$ cat config.mk
export PLATFORM = sky130hd
export DESIGN_NAME = oam_dma_ctrl
export DESIGN_NICKNAME = d
export VERILOG_FILES = /design/src/rtl/oam_dma_ctrl_pkg.sv /design/src/rtl/oam_dma_ctrl.sv
export SDC_FILE = /design/constraint.sdc
export NUM_CORES = 1
export LEC_CHECK = 0
export CORE_MARGIN = 2
export CORE_UTILIZATION = 40
export DETAILED_ROUTE_END_ITERATION = 7
export DONT_BUFFER_PORTS = 1
export SYNTH_ARGS = -nofsm -noshare
export SYNTH_HDL_FRONTEND = slang
export SYNTH_SLANG_ARGS = --single-unit
$ cat constraint.sdc
create_clock -name clk -period 3.5 [get_ports clk]
set_input_delay 0.525 -clock clk [delete_from_list [all_inputs] [get_ports clk]]
set_output_delay 0.525 -clock clk [all_outputs]
set_load 0.05 [all_outputs]
$ cat src/rtl/oam_dma_ctrl_pkg.sv
// Shared types and default addresses for the sprite-DMA engine.
package oam_dma_ctrl_pkg;

    typedef enum logic [2:0] {
        DmaIdle,
        DmaHalt,
        DmaAlign,
        DmaRead,
        DmaWrite
    } dma_state_t;

    localparam logic [15:0] DMA_REG_ADDR  = 16'h4014;
    localparam logic [15:0] OAM_DATA_ADDR = 16'h2004;

endpackage

$ cat src/rtl/oam_dma_ctrl.sv
// Sprite-DMA engine: halts the CPU on a DMA_REG write and copies one page
// to OAM_DATA as alternating read/write bus cycles.
module oam_dma_ctrl
    import oam_dma_ctrl_pkg::*;
#(
    parameter int unsigned              ADDR_WIDTH = 16,
    parameter int unsigned              DATA_WIDTH = 8,
    parameter logic [ADDR_WIDTH-1:0]    DMA_REG    = ADDR_WIDTH'(DMA_REG_ADDR),
    parameter logic [ADDR_WIDTH-1:0]    OAM_DATA   = ADDR_WIDTH'(OAM_DATA_ADDR),
    parameter int unsigned              XFER_LEN   = 256
) (
    input  logic                  clk,
    input  logic                  reset_n,
    input  logic [ADDR_WIDTH-1:0] cpu_addr,
    input  logic [DATA_WIDTH-1:0] cpu_dout,
    input  logic                  cpu_we,
    input  logic [DATA_WIDTH-1:0] mem_rdata,
    output logic [ADDR_WIDTH-1:0] dma_addr,
    output logic [DATA_WIDTH-1:0] dma_dout,
    output logic                  dma_we,
    output logic                  bus_own,
    output logic                  rdy_out,
    output logic                  busy
);

    localparam int unsigned      IDX_W    = $clog2(XFER_LEN);
    localparam logic [IDX_W-1:0] IDX_LAST = IDX_W'(XFER_LEN - 1);

    dma_state_t            state_q, state_d;
    logic [DATA_WIDTH-1:0] page_q, page_d;
    logic [IDX_W-1:0]      idx_q, idx_d;
    logic [DATA_WIDTH-1:0] data_q, data_d;
    logic                  odd_q;

    always_ff @(posedge clk or negedge reset_n) begin
        if (!reset_n) begin
            state_q <= DmaIdle;
            page_q  <= '0;
            idx_q   <= '0;
            data_q  <= '0;
            odd_q   <= 1'b0;
        end else begin
            state_q <= state_d;
            page_q  <= page_d;
            idx_q   <= idx_d;
            data_q  <= data_d;
            odd_q   <= ~odd_q;
        end
    end

    always_comb begin
        state_d = state_q;
        page_d  = page_q;
        idx_d   = idx_q;
        data_d  = data_q;
        case (state_q)
            DmaIdle: begin
                if (cpu_we && (cpu_addr == DMA_REG)) begin
                    page_d  = cpu_dout;
                    idx_d   = '0;
                    state_d = DmaHalt;
                end
            end
            // An extra cycle keeps the read/write pairs on a fixed cycle parity.
            DmaHalt:  state_d = odd_q ? DmaAlign : DmaRead;
            DmaAlign: state_d = DmaRead;
            DmaRead: begin
                data_d  = mem_rdata;
                state_d = DmaWrite;
            end
            DmaWrite: begin
                if (idx_q == IDX_LAST) begin
                    state_d = DmaIdle;
                end else begin
                    idx_d   = idx_q + IDX_W'(1);
                    state_d = DmaRead;
                end
            end
            default: state_d = DmaIdle;
        endcase
    end

    // Outputs decode only registered state, so async reset clears them at once.
    always_comb begin
        rdy_out  = 1'b1;
        busy     = 1'b0;
        bus_own  = 1'b0;
        dma_addr = '0;
        dma_dout = '0;
        dma_we   = 1'b0;
        case (state_q)
            DmaHalt, DmaAlign: begin
                rdy_out = 1'b0;
                busy    = 1'b1;
            end
            DmaRead: begin
                rdy_out  = 1'b0;
                busy     = 1'b1;
                bus_own  = 1'b1;
                dma_addr = ADDR_WIDTH'({page_q, idx_q});
            end
            DmaWrite: begin
                rdy_out  = 1'b0;
                busy     = 1'b1;
                bus_own  = 1'b1;
                dma_addr = OAM_DATA;
                dma_dout = data_q;
                dma_we   = 1'b1;
            end
            default: ;
        endcase
    end

endmodule

==> summary.txt <==
Detailed routing
  • Via/cell ratio: 5.53
  • WL met2: 1490 um
  • Final Routed Wirelength: 2900 um
  • DRT antenna net count: 0
  • DR WL met3: 164 um
  • Routed len/inst: 15.3 um
  • Met1 WL: 1210 um
  • DRC violation count after routing: 0
  • Drt pass-1 iters: 4
  • Max layer used: met4
  • 1st-iter DRT viols: 41
  • Via count: 1,050

Floorplan
  • Die area: 4150 um2
  • Placeable Area: 3420 um2
  • Starting Density: 42.7%
  • Die Wd: 64.4 um
  • Die H: 64.4 um
  • Cell row count: 21
  • Top Ports: 63

Global route
  • GRT Util Overall: 15.1%
  • First-pass GRT wire length: 4950 um
  • Initial antenna violation count: 0
  • Gr ovfl total: 0
  • Largest net degree at the start of global routing: 29
  • Number of global-route vias before repair: 1,066

Power
  • Int Power: 683 uW
  • Maximum vdd drop: 0.000268 V
  • Static Leakage: 0.712 nW
  • Clock power share: 9.1%
  • Comb pwr share: 54.0%
  • Net Sw Frac: 51.5%
  • Seq pwr share: 36.9%
  • Pwr/cell area: 890 nW/um2
  • NetSw: 725 uW

Timing
  • Worst slew pin tran: 0.959 ns
  • Slew headroom: 35.6%
  • Hold Vio Cnt, Final: 0
  • Setup TNS: 0 ns
  • Final setup vio count: 0
  • RSZ-0062 raised after global routing: no
  • Final worst slack: 0.877 ns
  • Worst Skew: 0.00409 ns
  • Achievable clock frequency: 381 MHz
  • Fin crit period: 2.62 ns
  • Pins Over Slew Limit: 0
  • Final Cycle Share: 74.9%

Clock tree
  • Clock sink count: 28
  • Worst-path clk slew: 0.14 ns
  • Later-pin clock latency in the skew report: 0.32 ns
  • Post-CTS Hold Fix Bufs: 2
  • Postcts setup bufs: 0
  • Clk buf depth: 2
  • CTS tree: yes
  • H-tree depth: 1
  • CTS resizes: 0
  • Root cell of the clock tree: clkbuf_4
  • Total CTS buffers: 3

Critical path
  • Required time worst endpoint: 2.97 ns
  • RR Startpoint: state_q[0]
  • CP max FO: 17
  • Critical Path, Cell by Cell: nor2_1 > nand2_1 > inv_1 > and2_1
  • CP startpoint kind: register
  • Worst reg2reg path depth: 7
  • Slowest cell delay on critical path: 0.52 ns
  • FF-to-FF setup slack: 1.51 ns
  • End of the worst register-to-register path: idx_q[5]
  • Setup CP Type: register to output pin
  • CP bufs+invs: 1
  • Cell family with most CP delay: simple AND/OR/NAND/NOR gates
  • CP Capture Type: output pin
  • Slowest CP cell: and2_1
  • Worst Path Arrival: 2.10 ns

Worst hold path
  • Hold path start: cpu_dout[4]
  • Hold WC Path Type: input port to register
  • Worst Hold End: page_q[4]
  • Hold depth: 1

Placement
  • Place WS: 1.25 ns
  • RD Place Congestion: 0.851
  • Placed cell areas: 1530 um2
  • Port bufs: 0
  • HPWL after detailed placement: 2170 um

Cells and area
  • Commonest non-fill, non-tap cells in the layout: dfrtp_1 (28), and2_1 (20), mux2_2 (16)
  • Fill cell count: 330
  • NumNets Final: 182
  • Final Cell Area: 1580 um2
  • Layout overhead on the synthesized area: 8.41%
  • # diodes: 0
  • Commonest non-fill, non-tap cell in the layout: dfrtp_1
  • Share of layout cells above drive strength 1: 21.5%

Synth
  • Synthesis Warnings: 0
  • Flops & latches, synth: 28
  • Synth Instances: 140
  • Unique masters post-synth: 32
  • Top FF cell, synth: dfrtp_1
  • Net Count, Synth: 176
  • Number of synthesized flops with an enable pin: 0
  • Mean Syn Cell Area: 10.4 um2
  • Async set-or-reset flop fraction in the synthesized netlist: 100%
  • Seq/Total Area, Yosys: 48.0%
  • Post-Syn Area: 1460 um2

Run
  • Max Cap Viol: 0

Run status
  • Status: completed
-- worst max path at each step --
stage	start	end	slack, ns	cells after the start
detailed placement	state_q[0]	dma_dout[2]	1.25	4
floorplan	state_q[0]	dma_dout[1]	0.96	5
CTS	state_q[0]	dma_dout[2]	0.87	4
global placement	state_q[0]	dma_dout[0]	1.33	4
global route	state_q[0]	dma_dout[0]	0.71	4
finish	state_q[0]	dma_dout[2]	0.88	4
-- per-layer routing --
| metal | global-route usage [%] | up-vias |
|---|---|---|
| li1 | - | 499 |
| met1 | 18.6 | 523 |
| met2 | 26.2 | 24 |
| met3 | 3.35 | 4 |
| met4 | 4.79 | 0 |
| met5 | 0 | - |
-- flip-flops by register name (all words and copies together) (netlist names) --
signal / count
data_q: 8
idx_q: 8
page_q: 8
state_q: 3
odd_q: 1
-- cell type report --
cell class / count / area (um2) / share of cell area (%)
sequential: 28 / 701 / 44.3
clock buffer: 3 / 22.5 / 1.42
inverter: 5 / 18.8 / 1.19
timing repair buffer: 7 / 67.6 / 4.27
multi-input combinational: 101 / 714 / 45.2
tap: 46 / 57.6 / 3.64
-- synth_stat cells (2+ instances only) --
| cell type | number | share of area, % |
|---|---|---|
| dfrtp_1 | 28 | 48 |
| and2_1 | 20 | 8.6 |
| mux2_2 | 16 | 12 |
| nand2_1 | 14 | 3.6 |
| o21ai_0 | 8 | 2.7 |
| nand3_1 | 6 | 2.1 |
| inv_1 | 5 | 1.3 |
| o211ai_1 | 5 | 2.6 |
| nor3_1 | 4 | 1.4 |
| buf_2 | 3 | 1.0 |
| nor2_1 | 3 | 0.77 |
| nor2b_1 | 3 | 1.3 |
| clkbuf_1 | 2 | 0.51 |
| nor4b_2 | 2 | 2.1 |
| o22ai_1 | 2 | 0.86 |
| or3_1 | 2 | 0.86 |
| xnor2_1 | 2 | 1.2 |
-- power by group through the flow --
| stage | registers, mW | clock network [mW] | logic [mW] |
|---|---|---|---|
| 2_1_floorplan | 0.495 | 0 | 0.663 |
| 3_3_place_gp | 0.520 | 0 | 0.745 |
| 3_5_place_dp | 0.527 | 0 | 0.761 |
| 4_1_cts | 0.519 | 0.135 | 0.772 |
| 5_1_grt | 0.541 | 0.150 | 0.823 |
| 6_report | 0.519 | 0.128 | 0.760 |
-- cell families (layout without fill, tap and decap cells) --
logic type,after synthesis,in the layout,share of synthesized area [%]
AO/OA/AOI/OAI,19,19,8.32
XOR/XNOR,3,3,1.80
adder cells (fa/ha/maj),1,1,0.857
buffers and inverters,11,15,3.34
flip-flops,28,28,48.0
multiplexers,16,16,12.3
AND/OR/NAND/NOR,62,62,25.3
-- per-stage QoR --
step                power [mW]  utilization [%]  cells  hold WS [ns]
floorplan                 1.16                -    140         0.229
global placement          1.27             44.8    185         0.230
detailed placement        1.29             44.8    185         0.230
CTS                       1.43             46.3    190         0.333
global route              1.51             46.3    190         0.319
finish                    1.41             46.3    190         0.343
No activity file was read; power rests on OpenSTA's default activity.
